===== config.mk =====
export PLATFORM = sky130hd
export DESIGN_NAME = control_unit
export DESIGN_NICKNAME = d
export VERILOG_FILES = /design/src/rtl/control_unit.sv
export SDC_FILE = /design/constraint.sdc
export NUM_CORES = 1
export LEC_CHECK = 0
export CORE_MARGIN = 2
export CORE_UTILIZATION = 38
export DETAILED_ROUTE_END_ITERATION = 7
export PLACE_DENSITY_LB_ADDON = 0.1
export REMOVE_ABC_BUFFERS = 1
export SLEW_MARGIN = 20
export SYNTH_ARGS = -nofsm -noshare
export SYNTH_HDL_FRONTEND = slang
export SYNTH_SLANG_ARGS = --single-unit

===== constraint.sdc =====
create_clock -name clk -period 2.4 [get_ports clk]
set_clock_uncertainty 0.2 [all_clocks]
set_input_delay 0.48 -clock clk [delete_from_list [all_inputs] [get_ports clk]]
set_output_delay 0.48 -clock clk [all_outputs]
set_load 0.03 [all_outputs]

===== src/rtl/control_unit.sv =====
// control_unit: decoder plus run/step/halt sequencer driving the single-cycle cd datapath,
// with a retired-instruction counter.
module control_unit #(
   parameter int CNT_W = 16
) (
   input  logic             clk,
   input  logic             reset,
   input  logic [5:0]       opcode,
   input  logic             z,
   input  logic             run_en,
   input  logic             step_req,
   input  logic             resume,
   output logic             s_inc,
   output logic             s_inm,
   output logic             we3,
   output logic             wez,
   output logic [2:0]       op_alu,
   output logic             pc_en,
   output logic             halted,
   output logic             step_ack,
   output logic [CNT_W-1:0] instr_count
);
   localparam logic [1:0] IDLE = 2'd0, RUN = 2'd1, HALT = 2'd2;
   logic [1:0] state, state_nx;
   logic step_q, step_edge, ex, resuming, is_alu, is_ldi, is_halt, taken;
   assign step_edge = step_req & ~step_q;
   assign is_alu = ~opcode[5];
   assign is_ldi = opcode[5:2] == 4'b1000;
   assign is_halt = opcode == 6'b111111;
   assign taken = (opcode == 6'b110000) | ((opcode == 6'b110001) & z) | ((opcode == 6'b110010) & ~z);
   // reset gates the qualifier so enables drop the moment reset is asserted
   assign ex = ~reset & (state == RUN ? run_en : state == IDLE ? step_edge & ~run_en : 1'b0);
   assign resuming = ~reset & (state == HALT) & resume;
   assign state_nx = state == IDLE ? (run_en ? RUN : (ex & is_halt) ? HALT : IDLE) :
                     state == RUN  ? (~run_en ? IDLE : (ex & is_halt) ? HALT : RUN) :
                     state == HALT ? (resume ? IDLE : HALT) : IDLE;
   assign op_alu = opcode[4:2];
   assign s_inm = is_ldi;
   // leaving HALT steps the PC past the HALT instruction
   assign s_inc = resuming | ~taken;
   assign we3 = ex & (is_alu | is_ldi);
   assign wez = ex & is_alu;
   assign pc_en = (ex & ~is_halt) | resuming;
   always_ff @(posedge clk or posedge reset) begin
      if (reset) begin
         state <= IDLE;
         step_q <= 1'b0;
         halted <= 1'b0;
         step_ack <= 1'b0;
         instr_count <= '0;
      end else begin
         state <= state_nx;
         step_q <= step_req;
         halted <= state_nx == HALT;
         step_ack <= (state == IDLE) & ex;
         instr_count <= instr_count + CNT_W'(ex & ~is_halt);
      end
   end
endmodule


* Word-level counts from Yosys, hierarchy flattened
Index checks and enable logic that the tools add are counted.
Word-level totals: flip-flop bits (word level) 21, word-level logic and storage cells 51
Cells by class: add/subtract/negate cells 1, equality and inequality tests 8, multiplexer cells 10, bitwise logic cells 26, reduce and logical (&&, ||, !) cells 1
Operators by type and width (number):
- equality test 6 bit, second input constant | 4
- adder 16 bit | 1
- bitwise AND 1 x 16 -> 16 bit | 1
- two-way mux 2 bit | 8
- NOT 1 -> 16 bit | 1
- bitwise AND 1 bit | 12
- NOT 1 bit | 7
- OR 1 bit | 5
- equality test 2 bit, second input constant | 2
- equality test 4 bit, second input constant | 1
- equality test 2 x 1 -> 1 bit, second input constant | 1
- logical NOT 2 bit | 1
- two-way mux 1 bit | 2

* Logic depth before layout (Yosys ltp)
Gate-level depths: netlist (run 1).
word-level depth 12, depth in mapped cells 11, depth with buffers taken out 10

* Worst setup path before layout (run 1)
Ideal clock, no wire load.
path kind input to register, start point input run_en, end point register instr_count[13], arrival 2.304 ns, required time 2.067 ns, slack -0.237 ns, stages 10, buffers on the path 1, path through nor4b_2 a21oi_1 or3_1 clkbuf_2 nor2_1 ha_1 nand4_1 nor3_1 nand3_1 xnor2_1
On the way: longest elaborated chain between the ends 7
Ends and longest elaborated chain:
- start, declared | line 10 | input logic run_en,
- NOT 1 bit
- bitwise AND 1 bit | line 32 | assign ex = ~reset & (state == RUN ? run_en : state == IDLE ? step_edge & ~run_en : 1'b0);
- two-way mux 1 bit | line 32
- two-way mux 1 bit (*) | line 32
- bitwise AND 1 bit (*) | line 32
- bitwise AND 1 x 16 -> 16 bit (*) | line 56 | instr_count <= instr_count + CNT_W'(ex & ~is_halt);
- adder 16 bit (*) | line 56
- end signal, assigned | line 56
- end, declared | line 21 | output logic [CNT_W-1:0] instr_count
Mark *: on every way between the ends. The rest lies on a longest branch, timed or not.

* Final worst setup path (run 1)
start point register state[0], end point output pc_en
On the way: longest elaborated chain between the ends 6
Ends and longest elaborated chain:
- start, declared | line 24 | logic [1:0] state, state_nx;
- start signal, assigned | line 52 | state <= state_nx;
- logical NOT 2 bit | line 32
- two-way mux 1 bit (2 in a row) | line 32
- bitwise AND 1 bit | line 32
- bitwise AND 1 bit | line 43 | assign pc_en = (ex & ~is_halt) | resuming;
- OR 1 bit (*) | line 43
- end, declared | line 18 | output logic pc_en,
Marked as above.

==> results of run 1 <==
state kept, by name, summed over array words and instances (netlist names):
register,flops
instr_count,16
state,2
halted,1
step_ack,1
step_q,1
path summary, 6_finish.rpt:
path                                     from                        end  slack, ns
setup / recovery           state[0]$_DFF_PP0_                      pc_en      -0.11
hold / removal                       step_req           step_q$_DFF_PP0_       0.22
setup reg to reg           state[0]$_DFF_PP0_  instr_count[10]$_DFF_PP0_      -0.06
hold reg to reg            state[1]$_DFF_PP0_         step_ack$_DFF_PP0_       0.28
max in group asynchronous               reset           halted$_DFF_PP0_       1.41
min in group asynchronous               reset   instr_count[8]$_DFF_PP0_       0.38
power groups by stage:
stage               clock [uW]  sequential (uW)  combinational [uW]
floorplan                    0              534                54.0
global placement             0              458                 289
detailed placement           0              460                 287
CTS                        173              458                 297
global route               189              474                 325
finish                     167              468                 305
layout make-up:
type / count / area share, %
Tap cell: 30 / 2.31
Clock buffer: 3 / 1.39
Inverter: 4 / 0.925
Sequential cell: 21 / 32.4
Timing Repair Buffer: 58 / 32.8
Clock inverter: 1 / 0.308
Multi-Input combinational cell: 58 / 29.8
cell families after synthesis:
logic type | share of synthesized area (%)
xor gates and xnor gates | 12.7
AOI/OAI and AO/OA | 3.77
and+or+nand+nor | 19.5
adders and majority gates | 3.90
buffers and inverters | 4.42
muxes | 1.04
DFF | 54.6
stage by stage:
step	hold slack, ns	power (uW)	utilization (%)	worst slack (ns)	area, um2
final	0.218	939	66.7	-0.106	1620
after global routing	0.201	988	66.7	-0.192	1620
after CTS	0.205	929	64.0	-0.169	1560
after detailed placement	0.271	747	60.0	-0.705	1460
after global placement	0.258	747	60.0	-0.635	1460
after floorplan	0.244	588	-	-0.208	935
critical path, stage by stage, from the launching register on:
cell and delay [ns]:
dfrtp_1 0.43, nor4b_4 0.29, a21oi_2 0.05, or3_4 0.34, buf_6 0.14, o21ai_2 0.12
buf_6 0.15
Yosys cell counts, types with 2 or more instances:
cell     number
nor3_1        4
xnor2_1       8
inv_1         4
and3_1        3
o32ai_1       2
nor2_1        7
dfrtp_1      21
ha_1          3
nand2_1       5
nand3_1       6
xor2_1        6
nor2b_1       2
nand4_1       3
buf_4         3
routing by layer:
layer | share of wire [%] | GRT usage [%] | vias up
met2 | 51 | 26.7 | 22
met4 | 0.17 | 2.50 | 0
met3 | 4.0 | 5.74 | 2
li1 | - | - | 411
met1 | 45 | 23.8 | 413
met5 | 0 | 0 | -
what timing repair did:
| action | in CTS | in global routing |
|---|---|---|
| setup endpoints to repair | 17 | 17 |
| buffers inserted | 2 | 1 |
| gates cloned | 0 | 0 |
| pin swaps | 5 | 5 |
| gates resized for setup | 17 | 14 |
==> impl_metrics.ini, run 1 <==
[pwr]
p_leak_uw = 0.000784
p_int_uw = 603
p_seq_share_pct = 49.8
p_sw_uw = 337
power_density_mw_per_mm2 = 579
ir_drop_uv = 686
p_comb_share_pct = 32.5
sw_frac_of_total_pct = 35.9
p_clk_share_pct = 17.7

[worst_hold_path]
hold_path_class = input port to register
worstHoldPathCells = 1

[worst_setup_path]
worst-endpoint-required_ns = 1.72
crit_arrival_ns = 1.83
crit_path_end_kind = primary output
path_max_fanout = 5
crit_type = register to primary output
start_kind = register
r2r_cells = 10

[global_routing]
grt_util_all_layers_pct = 17.2
grt_pass1_vias = 822
grt_max_degree = 23
grt_pass1_wl_um = 3660
grt_antenna_before_repair = 0
overflow = 0

[sta]
finalMaxSlewViolations = 0
layout_setup_ws_ns = -0.106
setup_viol = 11
tightest_slew_ns = 0.335
period_share_pct = 104
grt_setup_unrepaired = yes
slew_headroom_pct = 77.6
hold_viol_final = 0
max_freq_ghz = 0.399
final.setup.tns_ns = -0.484
min_period_ns = 2.51

[yosys]
ys_top_cells_by_area = dfrtp_1 (55%), xnor2_1 (7.3%), xor2_1 (5.5%)
yosysTopAreaCell = dfrtp_1
ys_warn_count = 0
async_flop_share_pct = 100
synth_seq_cells = 21
synth_edf_count = 0
netlist.area_leader.share_pct = 54.6
netlist_instances = 87
avgSynthCellArea_um2 = 11.1
ys_seq_area_share_pct = 54.6
ys.flop_type = dfrtp_1
ys_types = 24
synth_area_um2 = 962

[run]
cap_violations = 0

[layout]
fillCellCount = 202
insertedDiodeCount = 0
final_cells = 175
layout_common_cells = clkdlybuf4s50_1 (24), buf_4 (23), dfrtp_1 (21)
regArea_um2 = 526
drive_gt1_share_pct = 31.7
final_nets = 161
layout_commonest_cell = clkdlybuf4s50_1
multi_input_area_um2 = 484
syn_to_final_growth_pct = 68.7

[placed_design]
dpl.hpwl_um = 1640
portBuffers = 37
placed_cells = 168
gp_congestion = 0.749

[die]
core-area_mm2 = 0.00243
start_util_pct = 39.6
die_y_um = 54.3
io_pins = 38
row_count = 18
die_area_mm2 = 0.00295
die_x_um = 54.3

[drt]
drt_iter0_drc = 11
dr.pass1.iters = 4
via_per_inst = 4.85
antenna_left = 0
drc_errors = 0
routed_wl_um = 2400
wl_per_cell_um = 13.7
vias = 848

[clock_tree]
htreeDepth = 1
cts-root-buf = clkbuf_4
cts.clk_slew.worst_paths_ns = 0.11
hold_buffers = 0
cts.path.max_buffers = 2
cts_sinks = 21
cts_tree = done
cts-buffers-inserted = 3
insertion_delay_ns = 0.30

[status]
failed_checks = negative setup slack
status = finished with violations
No activity file was read; power rests on OpenSTA's default activity.
==> run 2, diff against run 1 <==
--- a/config.mk
+++ b/config.mk
@@ -14,3 +14,4 @@
 export SYNTH_ARGS = -nofsm -noshare
 export SYNTH_HDL_FRONTEND = slang
 export SYNTH_SLANG_ARGS = --single-unit
+export TNS_END_PERCENT = 20
==> impl_metrics.ini, run 2 (synthesized netlist as in run 1, its figures left out) <==
[status]
status = finished with violations
failed_checks = negative setup slack

[layout]
layout_common_cells = clkdlybuf4s50_1 (27), buf_4 (24), dfrtp_1 (21)
drive_gt1_share_pct = 30.6
final_nets = 160
layout_commonest_cell = clkdlybuf4s50_1
regArea_um2 = 526
insertedDiodeCount = 0
syn_to_final_growth_pct = 66.1
top_regs = instr_count x16, state x2
fillCellCount = 200
finalInstanceArea_mm2 = 0.00160
final_cells = 174
multi_input_area_um2 = 482
regMostFlops = instr_count
largest_reg_flops = 16

[worst_hold_path]
min-delay-start = step_req
hold_path_class = input port to register
hold_end = step_q$_DFF_PP0_
worstHoldPathCells = 1

[sta]
max_freq_ghz = 0.400
setup_viol = 10
layout_setup_ws_ns = -0.100
finalMaxSlewViolations = 0
grt_setup_unrepaired = yes
hold_ws_ns = 0.218
min_period_ns = 2.50
slew_headroom_pct = 78.0
hold_viol_final = 0
period_share_pct = 104
tightest_slew_ns = 0.330

[worst_setup_path]
crit_path_end_kind = primary output
worst-endpoint-required_ns = 1.72
crit_type = register to primary output
path_max_fanout = 5
rrSetupSlack_ns = -0.06
r2r_cells = 10
crit_arrival_ns = 1.82
worstReg2RegStart = state[0]$_DFF_PP0_
start_kind = register
worstReg2RegEnd = instr_count[10]$_DFF_PP0_

[pwr]
p_leak_uw = 0.000750
p_sw_uw = 336
p_comb_share_pct = 32.3
p_clk_share_pct = 17.8
p_int_uw = 601
power_uw = 937
power_density_mw_per_mm2 = 587
sw_frac_of_total_pct = 35.8
ir_drop_uv = 686
p_seq_share_pct = 49.9

[placed_design]
placed_cells = 168
dpl.hpwl_um = 1640
post_dp_cell_area_mm2 = 0.00146
portBuffers = 37
place_ws_ns = -0.705
gp_congestion = 0.749

[die]
die_y_um = 54.3
core-area_mm2 = 0.00243
die_area_mm2 = 0.00295
start_util_pct = 39.6
io_pins = 38
row_count = 18
die_x_um = 54.3

[global_routing]
grt_util_all_layers_pct = 17.2
overflow = 0
grt_pass1_vias = 823
grt_antenna_before_repair = 0
grt_pass1_wl_um = 3660
grt_max_degree = 23

[run]
cap_violations = 0

[drt]
wl_per_cell_um = 13.6
dr.pass1.iters = 4
via_per_inst = 4.94
drc_errors = 0
vias = 860
antenna_left = 0
drt_iter0_drc = 11
routed_wl_um = 2360

[clock_tree]
cts.path.max_buffers = 2
htreeDepth = 1
insertion_delay_ns = 0.30
cts_sinks = 21
cts.clk_slew.worst_paths_ns = 0.11
cts_tree = done
hold_buffers = 0
cts-root-buf = clkbuf_4
cts-buffers-inserted = 3
==> run 2: cell count changes in the layout (fill, tap and decap cells not counted), sizes merged <==
cell           before  now
buf                28   27
dlymetal6s2s        3    0
clkdlybuf4s50      24   27
==> run 2: how the worst max path moves through the flow <==
stage / from / cells past startpoint / end
floorplan: run_en / 9 / instr_count[13]$_DFF_PP0_
global placement: run_en / 11 / instr_count[10]$_DFF_PP0_
detailed placement: run_en / 11 / instr_count[10]$_DFF_PP0_
CTS: step_q$_DFF_PP0_ / 6 / pc_en
global route: state[0]$_DFF_PP0_ / 10 / instr_count[15]$_DFF_PP0_
finish: state[0]$_DFF_PP0_ / 6 / pc_en
==> run 2: what timing repair did <==
action                                  CTS  global route
pin swaps                                 5             4
buffers inserted                          2             0
endpoints found under the setup margin   17            17
resized for setup                        17             8
endpoints found under the hold margin     0             0
==> run 2: stage by stage <==
step                      util (%)  TNS, ns
final                         65.7   -0.486
after global routing          65.7    -2.31
after CTS                     64.0   -0.800
after detailed placement      60.0    -8.08
after global placement        60.0    -7.53
after floorplan                  -    -1.27
==> run 2: cell type report <==
type                            instances  area share, %
Sequential cell                        21           32.9
Timing Repair Buffer                   57           31.9
Multi-Input combinational cell         58           30.1
Tap cell                               30           2.35
Clock buffer                            3           1.41
Inverter                                4          0.940
Clock inverter                          1          0.313
==> run 2: layer usage <==
metal	track usage (%)	share of wire, %	up-vias
li1	-	-	413
met1	23.8	45	421
met2	26.7	51	24
met3	5.74	4.3	2
met4	2.50	0.17	0
met5	0	0	-
==> run 2: power by group through the flow <==
stage	Combinational [uW]	Clock (uW)	Sequential, uW
finish	303	166	468
global route	323	189	474
CTS	297	173	458
detailed placement	287	0	460
global placement	289	0	458
floorplan	54.0	0	534
==> run 2: worst max-delay path: stages (launching register included) <==
cell and delay (ns):
dfrtp_1 0.43, nor4b_4 0.29, a21oi_2 0.05, or3_4 0.34, buf_6 0.14, o21ai_2 0.12, buf_6 0.14
==> run 3, diff against run 2 <==
--- a/config.mk
+++ b/config.mk
@@ -5,8 +5,10 @@
 export SDC_FILE = /design/constraint.sdc
 export NUM_CORES = 1
 export LEC_CHECK = 0
+export ABC_AREA = 1
+export CORE_ASPECT_RATIO = 2
 export CORE_MARGIN = 2
-export CORE_UTILIZATION = 38
+export CORE_UTILIZATION = 40
 export DETAILED_ROUTE_END_ITERATION = 7
 export PLACE_DENSITY_LB_ADDON = 0.1
 export REMOVE_ABC_BUFFERS = 1
==> impl_metrics.ini, run 3 <==
[yosys]
ys_types = 20
synth_seq_cells = 21
netlist.area_leader.share_pct = 46.3
synth_area_mm2 = 0.00113
avgSynthCellArea_um2 = 8.60
ys.flop_type = dfrtp_1
ys_warn_count = 0
async_flop_share_pct = 100
synth_most_common_cell = nand2_1
synthTopCellsByCount = nand2_1 (27), dfrtp_1 (21), inv_1 (20)
ys_top_cells_by_area = dfrtp_1 (46%), nand2_1 (8.9%), inv_1 (6.6%)
netlist_instances = 132
yosysTopAreaCell = dfrtp_1
ys_seq_area_share_pct = 46.3
synth_edf_count = 0

[layout]
multi_input_area_um2 = 539
regArea_um2 = 527
top_regs = instr_count x16, state x2
largest_reg_flops = 16
final_nets = 207
layout_commonest_cell = clkdlybuf4s50_1
drive_gt1_share_pct = 25.1
final_core_util_pct = 63.8
regMostFlops = instr_count
syn_to_final_growth_pct = 53.9
final_cells = 220
layout_common_cells = clkdlybuf4s50_1 (29), nand2_1 (24), buf_4 (24)
fillCellCount = 247
insertedDiodeCount = 0

[worst_setup_path]
worst-endpoint-required_ns = 1.72
worst-path-buf-inv = 2
worstReg2RegStart = state[0]$_DFF_PP0_
path_max_fanout = 3
path_delay_family = buffers and inverters
crit_top_cell = clkdlybuf4s50_1
start_kind = input port
path_cells = clkdlybuf4s50_1 -> clkdlybuf4s50_1
crit_arrival_ns = 1.66
crit_path_end_kind = primary output
crit_type = input port to primary output
worst_path_max_delay_cell = clkdlybuf4s50_1
slowest_delay_ns = 0.68
cp-startpoint = opcode[4]

[pwr]
p_leak_uw = 0.000859
sw_frac_of_total_pct = 38.2
p_sw_uw = 427
p_comb_share_pct = 35.4
p_seq_share_pct = 43.1
p_int_uw = 690
ir_drop_uv = 415
power_density_mw_per_mm2 = 639
p_clk_share_pct = 21.5
power_uw = 1120

[sta]
finalMaxSlewViolations = 0
setup_viol = 0
hold_viol_final = 0
final.setup.tns_ns = 0
hold_ws_ns = 0.255
slew_headroom_pct = 78.7
period_share_pct = 97.6
tightest_slew_ns = 0.318
max_freq_ghz = 0.427
min_period_ns = 2.34

[die]
die_x_um = 41.7
start_util_pct = 41.5
core-area_mm2 = 0.00274
io_pins = 38
die_area_mm2 = 0.00331
row_count = 27
die_y_um = 79.3

[global_routing]
met3_usage_pct = 2.95
overflow = 0
busiest_layer = met2
grt_pass1_vias = 1100
grt_pass1_wl_um = 4830
use_met2_pct = 36.6
grt_util_all_layers_pct = 19.2
grt_antenna_before_repair = 0
grtUsageMet1_pct = 19.0
grt_max_degree = 23

[drt]
routed_wl_um = 2800
drt_iter0_drc = 26
dr.pass1.iters = 4
wl_per_cell_um = 12.7
via_per_inst = 4.85
drc_errors = 0
antenna_left = 0
vias = 1066

[clock_tree]
cts_sinks = 21
insertion_delay_ns = 0.27
cts.path.max_buffers = 2
cts.clk_slew.worst_paths_ns = 0.08
cts_tree = done
cts-root-buf = clkbuf_8
htreeDepth = 1
cts-buffers-inserted = 3

[placed_design]
gp_congestion = 0.853
portBuffers = 37
placed_cells = 205
dpl.hpwl_um = 2150

[status]
status = completed

[run]
cap_violations = 0

[worst_hold_path]
min-delay-start = step_req
hold_path_class = input port to register
run 3: path summary, 6_finish.rpt:
check	endpoint	slack, ns	cells after the start
setup reg to reg	state[0]$_DFF_PP0_	0.11	16
max in group asynchronous	state[1]$_DFF_PP0_	1.23	4
hold / removal	step_q$_DFF_PP0_	0.25	1
hold reg to reg	instr_count[11]$_DFF_PP0_	0.31	1
min in group asynchronous	halted$_DFF_PP0_	0.53	4
setup / recovery	op_alu[2]	0.06	2
run 3: per-stage QoR:
| stage | area, um2 | worst slack (ns) |
|---|---|---|
| floorplan | 1110 | -0.170 |
| global placement | 1580 | -0.239 |
| detailed placement | 1580 | -0.299 |
| CTS | 1720 | 0.0587 |
| global route | 1750 | -0.00664 |
| finish | 1750 | 0.0565 |
run 3: cell type report:
class / instances / share of cell area, %
clock inverter: 1 / 0.287
timing repair buffer: 58 / 29.9
inverter: 20 / 4.30
clock buffer: 3 / 2.36
multi-input combinational: 88 / 30.9
sequential: 21 / 30.2
tap: 29 / 2.08
run 3: logic make-up (layout without fill, tap and decap cells):
kind of cell | Yosys count | count (layout) | synth area share (%)
adders and majority gates | 3 | 3 | 3.31
buffers and inverters | 23 | 82 | 8.60
xor gates and xnor gates | 11 | 11 | 8.49
muxes | 1 | 1 | 0.882
DFF | 21 | 21 | 46.3
AOI/OAI and AO/OA | 5 | 5 | 2.20
and+or+nand+nor | 68 | 68 | 30.2
run 3: power by group through the flow:
| stage | clock, uW | combinational, uW | sequential [uW] |
|---|---|---|---|
| floorplan | 0 | 110 | 564 |
| global placement | 0 | 376 | 486 |
| detailed placement | 0 | 375 | 490 |
| CTS | 244 | 396 | 483 |
| global route | 259 | 432 | 492 |
| finish | 240 | 396 | 481 |
run 3: timing repair:
| action | 4_1_cts | 5_1_grt |
|---|---|---|
| hold buffers | 0 | 0 |
| endpoints found under the setup margin | 5 | 3 |
| pin swaps | 2 | 3 |
| gates resized for setup | 11 | 6 |
| setup buffers | 10 | 1 |
run 3: layer usage:
layer	part of all wire (%)	vias up
met4	4.3	0
met5	0	-
met1	35	487
met2	57	37
li1	-	531
met3	4.4	11
